==> src/rtl/uart_rx_oversample.sv <==
`default_nettype none
// ============================================================================
//  Module   : uart_rx_oversample
//  Purpose  : 16x oversampling UART receiver with 3-sample majority vote.
//             Delivers each byte as a one-cycle valid strobe and flags
//             framing errors. Default format is 8N1.
//  Option   : define UART_RX_PARITY_EN to expect one parity bit (8E1/8O1,
//             selected by PARITY_ODD) and drive parity_err_o.
//  Revision : 1.0 - initial release
// ============================================================================
module uart_rx_oversample #(
  parameter int FCLK       = 100000000,
  parameter int BAUD       = 115200,
  parameter int OVS        = 16,
  parameter bit PARITY_ODD = 1'b0
) (
  input  logic       clk,
  input  logic       rst,
  input  logic       rx,
  output logic [7:0] data_o,
  output logic       valid_o,
  output logic       frame_err_o,
  output logic       parity_err_o,
  output logic       busy_o
);

  // Oversampling tick divider, rounded to nearest integer.
  localparam int C_DIV   = (FCLK + (BAUD * OVS) / 2) / (BAUD * OVS);
  localparam int C_DIV_W = (C_DIV > 1) ? $clog2(C_DIV) : 1;
  localparam logic [C_DIV_W-1:0] C_DIV_LAST = C_DIV_W'(C_DIV - 1);

  // Sample indices inside one bit period (sample 0 is the first tick).
  localparam logic [3:0] C_SMP_A    = 4'd7;
  localparam logic [3:0] C_SMP_B    = 4'd8;
  localparam logic [3:0] C_SMP_DEC  = 4'd9;
  localparam logic [3:0] C_SMP_LAST = 4'(OVS - 1);

  // Receiver states.
  localparam logic [2:0] C_ST_WAIT_IDLE = 3'd0;
  localparam logic [2:0] C_ST_IDLE      = 3'd1;
  localparam logic [2:0] C_ST_START     = 3'd2;
  localparam logic [2:0] C_ST_DATA      = 3'd3;
`ifdef UART_RX_PARITY_EN
  localparam logic [2:0] C_ST_PARITY    = 3'd4;
`endif
  localparam logic [2:0] C_ST_STOP      = 3'd5;

  // Synchronizer and edge history.
  logic       rx_meta_q;
  logic       rx_s_q;
  logic       rx_prev_q;
  logic [1:0] fill_q;

  // Timing counters.
  logic [C_DIV_W-1:0] div_q;
  logic [3:0]         sample_q;
  logic [2:0]         bit_q;

  // Majority-vote history and data shift register.
  logic       s7_q;
  logic       s8_q;
  logic [7:0] shift_q;

  // FSM and registered outputs.
  logic [2:0] state_q, state_d;
  logic [7:0] data_q, data_d;
  logic       valid_q, valid_d;
  logic       ferr_q, ferr_d;

  // Combinational helpers.
  logic w_tick;
  logic w_dec;
  logic w_wrap;
  logic w_maj;
  logic w_start_edge;
  logic w_par_bad;

  assign w_tick       = (div_q == C_DIV_LAST);
  assign w_dec        = w_tick && (sample_q == C_SMP_DEC);
  assign w_wrap       = w_tick && (sample_q == C_SMP_LAST);
  assign w_maj        = (s7_q & s8_q) | (s7_q & rx_s_q) | (s8_q & rx_s_q);
  assign w_start_edge = (state_q == C_ST_IDLE) && rx_prev_q && !rx_s_q;

  // Two-flop synchronizer, previous-sample register and refill tracker.
  // The synchronizer flops reset to 1, so right after reset rx_s does not
  // yet reflect the pin; fill_q[1] marks when it does, which keeps a line
  // held low through reset from looking idle.
  always_ff @(posedge clk) begin
    if (rst) begin
      rx_meta_q <= 1'b1;
      rx_s_q    <= 1'b1;
      rx_prev_q <= 1'b1;
      fill_q    <= 2'b00;
    end else begin
      rx_meta_q <= rx;
      rx_s_q    <= rx_meta_q;
      rx_prev_q <= rx_s_q;
      fill_q    <= {fill_q[0], 1'b1};
    end
  end

  // Tick divider and sample counter, realigned on every start edge.
  always_ff @(posedge clk) begin
    if (rst) begin
      div_q    <= '0;
      sample_q <= '0;
    end else if (w_start_edge) begin
      div_q    <= '0;
      sample_q <= '0;
    end else if (w_tick) begin
      div_q    <= '0;
      sample_q <= sample_q + 4'd1;
    end else begin
      div_q    <= div_q + 1'b1;
    end
  end

  // Majority-vote samples, data shift register and bit counter.
  always_ff @(posedge clk) begin
    if (rst) begin
      s7_q    <= 1'b0;
      s8_q    <= 1'b0;
      shift_q <= '0;
      bit_q   <= '0;
    end else begin
      if (w_tick && (sample_q == C_SMP_A)) s7_q <= rx_s_q;
      if (w_tick && (sample_q == C_SMP_B)) s8_q <= rx_s_q;
      if (w_start_edge) begin
        bit_q <= '0;
      end else if (state_q == C_ST_DATA) begin
        if (w_dec)  shift_q <= {w_maj, shift_q[7:1]};
        if (w_wrap) bit_q   <= bit_q + 3'd1;
      end
    end
  end

`ifdef UART_RX_PARITY_EN
  logic par_q;
  logic perr_q, perr_d;

  // Capture the voted parity bit.
  always_ff @(posedge clk) begin
    if (rst) begin
      par_q <= 1'b0;
    end else if ((state_q == C_ST_PARITY) && w_dec) begin
      par_q <= w_maj;
    end
  end

  assign w_par_bad = par_q ^ ((^shift_q) ^ PARITY_ODD);
`else
  logic unused_parity_odd;
  assign unused_parity_odd = PARITY_ODD;
  assign w_par_bad         = 1'b0;
`endif

  // FSM state register.
  always_ff @(posedge clk) begin
    if (rst) begin
      state_q <= C_ST_WAIT_IDLE;
    end else begin
      state_q <= state_d;
    end
  end

  // FSM next-state logic.
  always_comb begin
    state_d = state_q;
    case (state_q)
      C_ST_WAIT_IDLE: begin
        if (fill_q[1] && rx_s_q) state_d = C_ST_IDLE;
      end
      C_ST_IDLE: begin
        if (w_start_edge) state_d = C_ST_START;
      end
      C_ST_START: begin
        if (w_dec && w_maj) state_d = C_ST_IDLE;
        else if (w_wrap)    state_d = C_ST_DATA;
      end
      C_ST_DATA: begin
        if (w_wrap && (bit_q == 3'd7)) begin
`ifdef UART_RX_PARITY_EN
          state_d = C_ST_PARITY;
`else
          state_d = C_ST_STOP;
`endif
        end
      end
`ifdef UART_RX_PARITY_EN
      C_ST_PARITY: begin
        if (w_wrap) state_d = C_ST_STOP;
      end
`endif
      C_ST_STOP: begin
        // Leave at the decision sample so a new start edge can be caught
        // in the second half of the stop bit.
        if (w_dec) state_d = w_maj ? C_ST_IDLE : C_ST_WAIT_IDLE;
      end
      default: state_d = C_ST_WAIT_IDLE;
    endcase
  end

  // FSM output logic: strobes are decided at the stop-bit decision sample.
  always_comb begin
    data_d  = data_q;
    valid_d = 1'b0;
    ferr_d  = 1'b0;
`ifdef UART_RX_PARITY_EN
    perr_d  = 1'b0;
`endif
    if ((state_q == C_ST_STOP) && w_dec) begin
      if (w_maj) begin
        data_d  = shift_q;
        valid_d = 1'b1;
`ifdef UART_RX_PARITY_EN
        perr_d  = w_par_bad;
`endif
      end else begin
        ferr_d  = 1'b1;
      end
    end
    busy_o = (state_q == C_ST_START) || (state_q == C_ST_DATA) ||
`ifdef UART_RX_PARITY_EN
             (state_q == C_ST_PARITY) ||
`endif
             (state_q == C_ST_STOP);
  end

  // Output registers.
  always_ff @(posedge clk) begin
    if (rst) begin
      data_q  <= '0;
      valid_q <= 1'b0;
      ferr_q  <= 1'b0;
`ifdef UART_RX_PARITY_EN
      perr_q  <= 1'b0;
`endif
    end else begin
      data_q  <= data_d;
      valid_q <= valid_d;
      ferr_q  <= ferr_d;
`ifdef UART_RX_PARITY_EN
      perr_q  <= perr_d;
`endif
    end
  end

  assign data_o      = data_q;
  assign valid_o     = valid_q;
  assign frame_err_o = ferr_q;
`ifdef UART_RX_PARITY_EN
  assign parity_err_o = perr_q;
`else
  assign parity_err_o = w_par_bad;
`endif

endmodule
`default_nettype wire

==> config.mk <==
export PLATFORM = sky130hd
export DESIGN_NAME = uart_rx_oversample
export DESIGN_NICKNAME = d
export VERILOG_FILES = /design/src/rtl/uart_rx_oversample.sv
export SDC_FILE = /design/constraint.sdc
export NUM_CORES = 1
export LEC_CHECK = 0
export BUFFER_PORTS_ARGS = -buffer_cell sky130_fd_sc_hd__buf_2
export CAP_MARGIN = 20
export CORE_MARGIN = 1.5
export CORE_UTILIZATION = 30
export CTS_CLUSTER_DIAMETER = 60
export DETAILED_ROUTE_END_ITERATION = 12
export PLACE_DENSITY = 0.47
export SKIP_CTS_REPAIR_TIMING = 1
export SLEW_MARGIN = 20
export SYNTH_ARGS = -nofsm -noshare
export SYNTH_HDL_FRONTEND = slang
export SYNTH_SLANG_ARGS = --single-unit
==> constraint.sdc <==
create_clock -name clk -period 4.4 [get_ports clk]
set_input_delay 0.44 -clock clk [delete_from_list [all_inputs] [get_ports clk]]
set_output_delay 0.44 -clock clk [all_outputs]
set_load 0.01 [all_outputs]
# Word-level counts from Yosys, hierarchy flattened
# Index checks and enable logic that the tools add are counted.
[classes]
n_addsub = 3
eq_ne = 15
n_mux = 11
bitwise_logic = 7
reduce_logical = 21
[op_table]
columns = ["cell", "n"]
rows = [
  ["3-bit two-way mux", 6],
  ["3-bit case mux with 5 select lines", 1],
  ["4-bit == test (second input constant)", 3],
  ["1-bit logical AND", 10],
  ["6-bit by 1-bit adder with 6-bit output (second input constant)", 1],
  ["3-bit by 2-bit == test with 1-bit output (second input constant)", 2],
  ["3-bit == test (second input constant)", 2],
  ["6-bit == test (second input constant)", 1],
  ["2-bit inequality test (second input constant)", 3],
  ["5-bit AND reduction", 1],
  ["4-bit by 1-bit adder with 4-bit output (second input constant)", 1],
  ["4-bit by 3-bit == test with 1-bit output (second input constant)", 1],
  ["1-bit two-way mux", 4],
  ["2-bit AND reduction", 2],
  ["2-bit OR reduction", 2],
  ["3-bit by 1-bit adder with 3-bit output (second input constant)", 1],
  ["1-bit AND", 3],
  ["3-bit by 1-bit == test with 1-bit output (second input constant)", 1],
  ["3-bit logical NOT", 1],
  ["3-bit inequality test (second input constant)", 1],
  ["3-bit AND reduction", 1],
  ["3-bit OR reduction", 1],
  ["1-bit logical OR", 2],
  ["2-bit by 1-bit inequality test with 1-bit output (second input constant)", 1],
  ["other kinds (3)", 5],
]
[word_totals]
register_bits = 41
input_bits = 3
output_inout_bits = 12
word_cells = 72

# Longest topological paths before layout
[logic_depth]
ltp_word = 6
ltp_mapped = 7

# Worst setup path after synthesis
# OpenSTA, ideal clock, no wires.
[synth_timing]
path_kind = "reg-to-reg"
from = "register div_q[0]"
to = "register shift_q[7]"
setup_ps = 128
arrival_time_ps = 1570
required_ps = 4272
path_slack_ps = 2702
stages_incl_launch_ff = 6
path_buffers = 0
period_less_slack_ps = 1698
cell_sequence = "dfxtp_1 ha_1 nand4_4 nor4_4 mux2i_1 nor2_1"
[synth_via]
elab_chain_cells = 3
[synth_rtl]
columns = ["item", "line_no", "text"]
rows = [
  ["start: declaration", "55", "logic [C_DIV_W-1:0] div_q;"],
  ["start signal: assignment", "114", "div_q <= div_q + 1'b1;"],
  ["6-bit == test", "78", "assign w_tick = (div_q == C_DIV_LAST);"],
  ["1-bit logical AND", "79", "assign w_dec = w_tick && (sample_q == C_SMP_DEC);"],
  ["3-bit AND reduction (no source line)", "n/a", ""],
  ["end signal: assignment", "131", "if (w_dec) shift_q <= {w_maj, shift_q[7:1]};"],
  ["end: declaration", "62", "logic [7:0] shift_q;"],
]
# Every way passes these cells.
# A chain may end at the register's enable or synchronous reset.

# Final worst setup path
[layout_timing]
from = "register div_q[0]"
to = "register shift_q[3]"
# Same word-level chain as after synthesis.

==> flow_metrics.env <==
export IMPL_power_density_nw_per_um2=374
export IMPL_ys_warn_count=0
export IMPL_port_buffers=13
export IMPL_chipWidth_um=80.8
export IMPL_drt_iter0_drc=56
export IMPL_dieArea_um2=6530
export IMPL_end_kind="register"
export IMPL_drc_errors=0
export IMPL_areaGrowthSynthToFinish_pct=13.6
export IMPL_clk_transition_reported_paths_ns=0.08
export IMPL_cts_tree="done"
export IMPL_synth_distinct_cells=41
export IMPL_clock_path_buffers=2
export IMPL_start_util_pct=30.8
export IMPL_postRouteAntennaNets=0
export IMPL_die_h_um=80.8
export IMPL_insertion_delay_ns=0.30
export IMPL_crit_fanout=8
export IMPL_grt_pass1_vias=1212
export IMPL_relSlewSlack_pct=49.3
export IMPL_finClkSkew_ns=0.00860
export IMPL_wirelength_um=3430
export IMPL_cp_start_kind="register"
export IMPL_cts_htree_levels=2
export IMPL_syn_num_nets=203
export IMPL_vias=1322
export IMPL_place_gp_congestion=0.778
export IMPL_drive_gt1_share_pct=15.8
export IMPL_hold_violations=0
export IMPL_cts_made_buffers=5
export IMPL_required_ns=4.57
export IMPL_setup_violations=0
export IMPL_worst_pin_slew_ns=0.754
export IMPL_grt_ovfl_total=0
export IMPL_routedWlPerCell_um=12.3
export IMPL_async_flop_share_pct=0
export IMPL_yosys_most_used_dff="dfxtp_1"
export IMPL_clock_sinks=41
export IMPL_ys_seq_area_share_pct=45.2
export IMPL_root_buffer="clkbuf_8"
export IMPL_antennaDiodeCount=0
export IMPL_nets=212
export IMPL_grt_pass1_wl_um=5770
export IMPL_syn_inst=193
export IMPL_antenna_found_initial=0
export IMPL_fmax_mhz=518
export IMPL_drv_cap=0
export IMPL_firstDrtPassIters=4
export IMPL_ys_ff_latch=41
export IMPL_synth_edff_count=0
export IMPL_r2r_cells=5
export IMPL_fin_area_um2=2060
export IMPL_cp_data_arrival_time_ns=2.10
export IMPL_core_um2=5890
export IMPL_grtUsageTotal_pct=11.6
export IMPL_io_pin_count=15
export IMPL_rsz0062_at_grt="false"
export IMPL_postSynthAreaPerCell_um2=9.41
export IMPL_setup_tns_ns=0
export IMPL_place_area_um2=1920
export IMPL_hold_path_depth=2
export IMPL_grt_max_degree=29
export IMPL_slew_violations=0
export IMPL_rows=28
export IMPL_holdWs_ns=0.328
export IMPL_peakVddDrop_mv=0.144
export IMPL_final_cells=278
export IMPL_power_leakage_nw=0.788
export IMPL_layout_min_cycle_time_ns=1.93
export IMPL_fill_cells=630
export IMPL_dp_cells=270
export IMPL_status="complete, no violations"
export IMPL_period_share_pct=43.9
export IMPL_hp_class="primary input to register"
export IMPL_worstSetupPathType="register to register"
export IMPL_via_per_inst=4.76
export IMPL_dp_hpwl_um=2350
export IMPL_netlist_area_um2=1820
cells in the final DEF, fill, tap and decap left out, types with 7 or more instances in the layout:
cell     count
o21ai_0      8
nand3_1     12
buf_2       13
mux2i_1     12
a21oi_1     14
dfxtp_1     41
ha_1         7
nor2_1      25
registers in the layout, indices dropped and copies added, names as in the netlist, 2 cells and up:
| name | count |
|---|---|
| bit_q | 3 |
| fill_q | 2 |
| div_q | 6 |
| data_o | 8 |
| state_q | 3 |
| sample_q | 4 |
| shift_q | 8 |
per-stage QoR:
stage	setup slack (ns)	utilization (%)	power (mW)
after floorplan	2.70	-	0.413
after global placement	2.47	32.7	0.417
after detailed placement	2.47	32.7	0.418
after CTS	2.46	35.0	0.785
after global routing	2.29	35.0	0.803
final	2.47	35.0	0.771
cell type report:
class / count / area (um2) / area share (%)
clock buffers: 5 / 68.8 / 3.34
repair buffers: 13 / 65.1 / 3.16
well taps: 75 / 93.8 / 4.55
multi-input cells: 136 / 926 / 44.9
flip-flops and latches: 41 / 821 / 39.8
clock inverters: 3 / 68.8 / 3.34
inverters: 5 / 18.8 / 0.910
where the power goes:
part	internal, mW	leakage (nW)	switching [mW]	total, mW
registers	0.377	0.332	0.00739	0.384
logic	0.0107	0.387	0.0142	0.0249
clock network	0.228	0.0687	0.133	0.362
worst max-delay path: stages (launching register included):
cell and delay [ns]:
dfxtp_1 0.38, ha_1 0.22, nand4_4 0.19, nor4_4 0.70, mux2i_1 0.25, nor2_1 0.05
metal layers:
metal	share of wire, %	vias to the layer above	global-route usage, %
met5	0	-	0
met3	3.5	5	3.71
met1	52	601	15.1
met2	43	23	17.6
li1	-	693	-
met4	1.4	0	4.66
cell families after synthesis:
logic type	share of synthesized area, %
muxes	6.62
buffers and inverters	3.79
DFF	45.2
xor gates and xnor gates	3.86
AOI/OAI and AO/OA	9.17
other	0.207
adders and majority gates	5.38
and+or+nand+nor	25.8
synth_stat cells, types with 3 or more instances:
| cell type | number | area [um2] |
|---|---|---|
| nand3_1 | 12 | 60.1 |
| mux2i_1 | 12 | 120 |
| nand3b_1 | 4 | 30.0 |
| xnor2_1 | 5 | 43.8 |
| dfxtp_1 | 41 | 821 |
| inv_1 | 5 | 18.8 |
| o21ai_0 | 8 | 40.0 |
| xor2_1 | 3 | 26.3 |
| nand2_1 | 3 | 11.3 |
| a21oi_1 | 14 | 70.1 |
| and3b_1 | 4 | 35.0 |
| and3_1 | 3 | 18.8 |
| nor3_1 | 3 | 15.0 |
| ha_1 | 7 | 87.6 |
| clkbuf_1 | 6 | 22.5 |
| nor2_1 | 25 | 93.8 |
| or2_2 | 5 | 31.3 |
| nor4_1 | 5 | 31.3 |
path summary, 6_finish.rpt:
check / endpoint / from / slack, ns
setup / recovery: shift_q[3]$_SDFFE_PP0P_ / div_q[0]$_SDFF_PP0_ / 2.47
hold / removal: rx_meta_q$_SDFF_PP1_ / rx / 0.33
setup reg to reg: shift_q[3]$_SDFFE_PP0P_ / div_q[0]$_SDFF_PP0_ / 2.47
hold reg to reg: rx_s_q$_SDFF_PP1_ / rx_meta_q$_SDFF_PP1_ / 0.43
No activity file was read; power rests on OpenSTA's default activity.
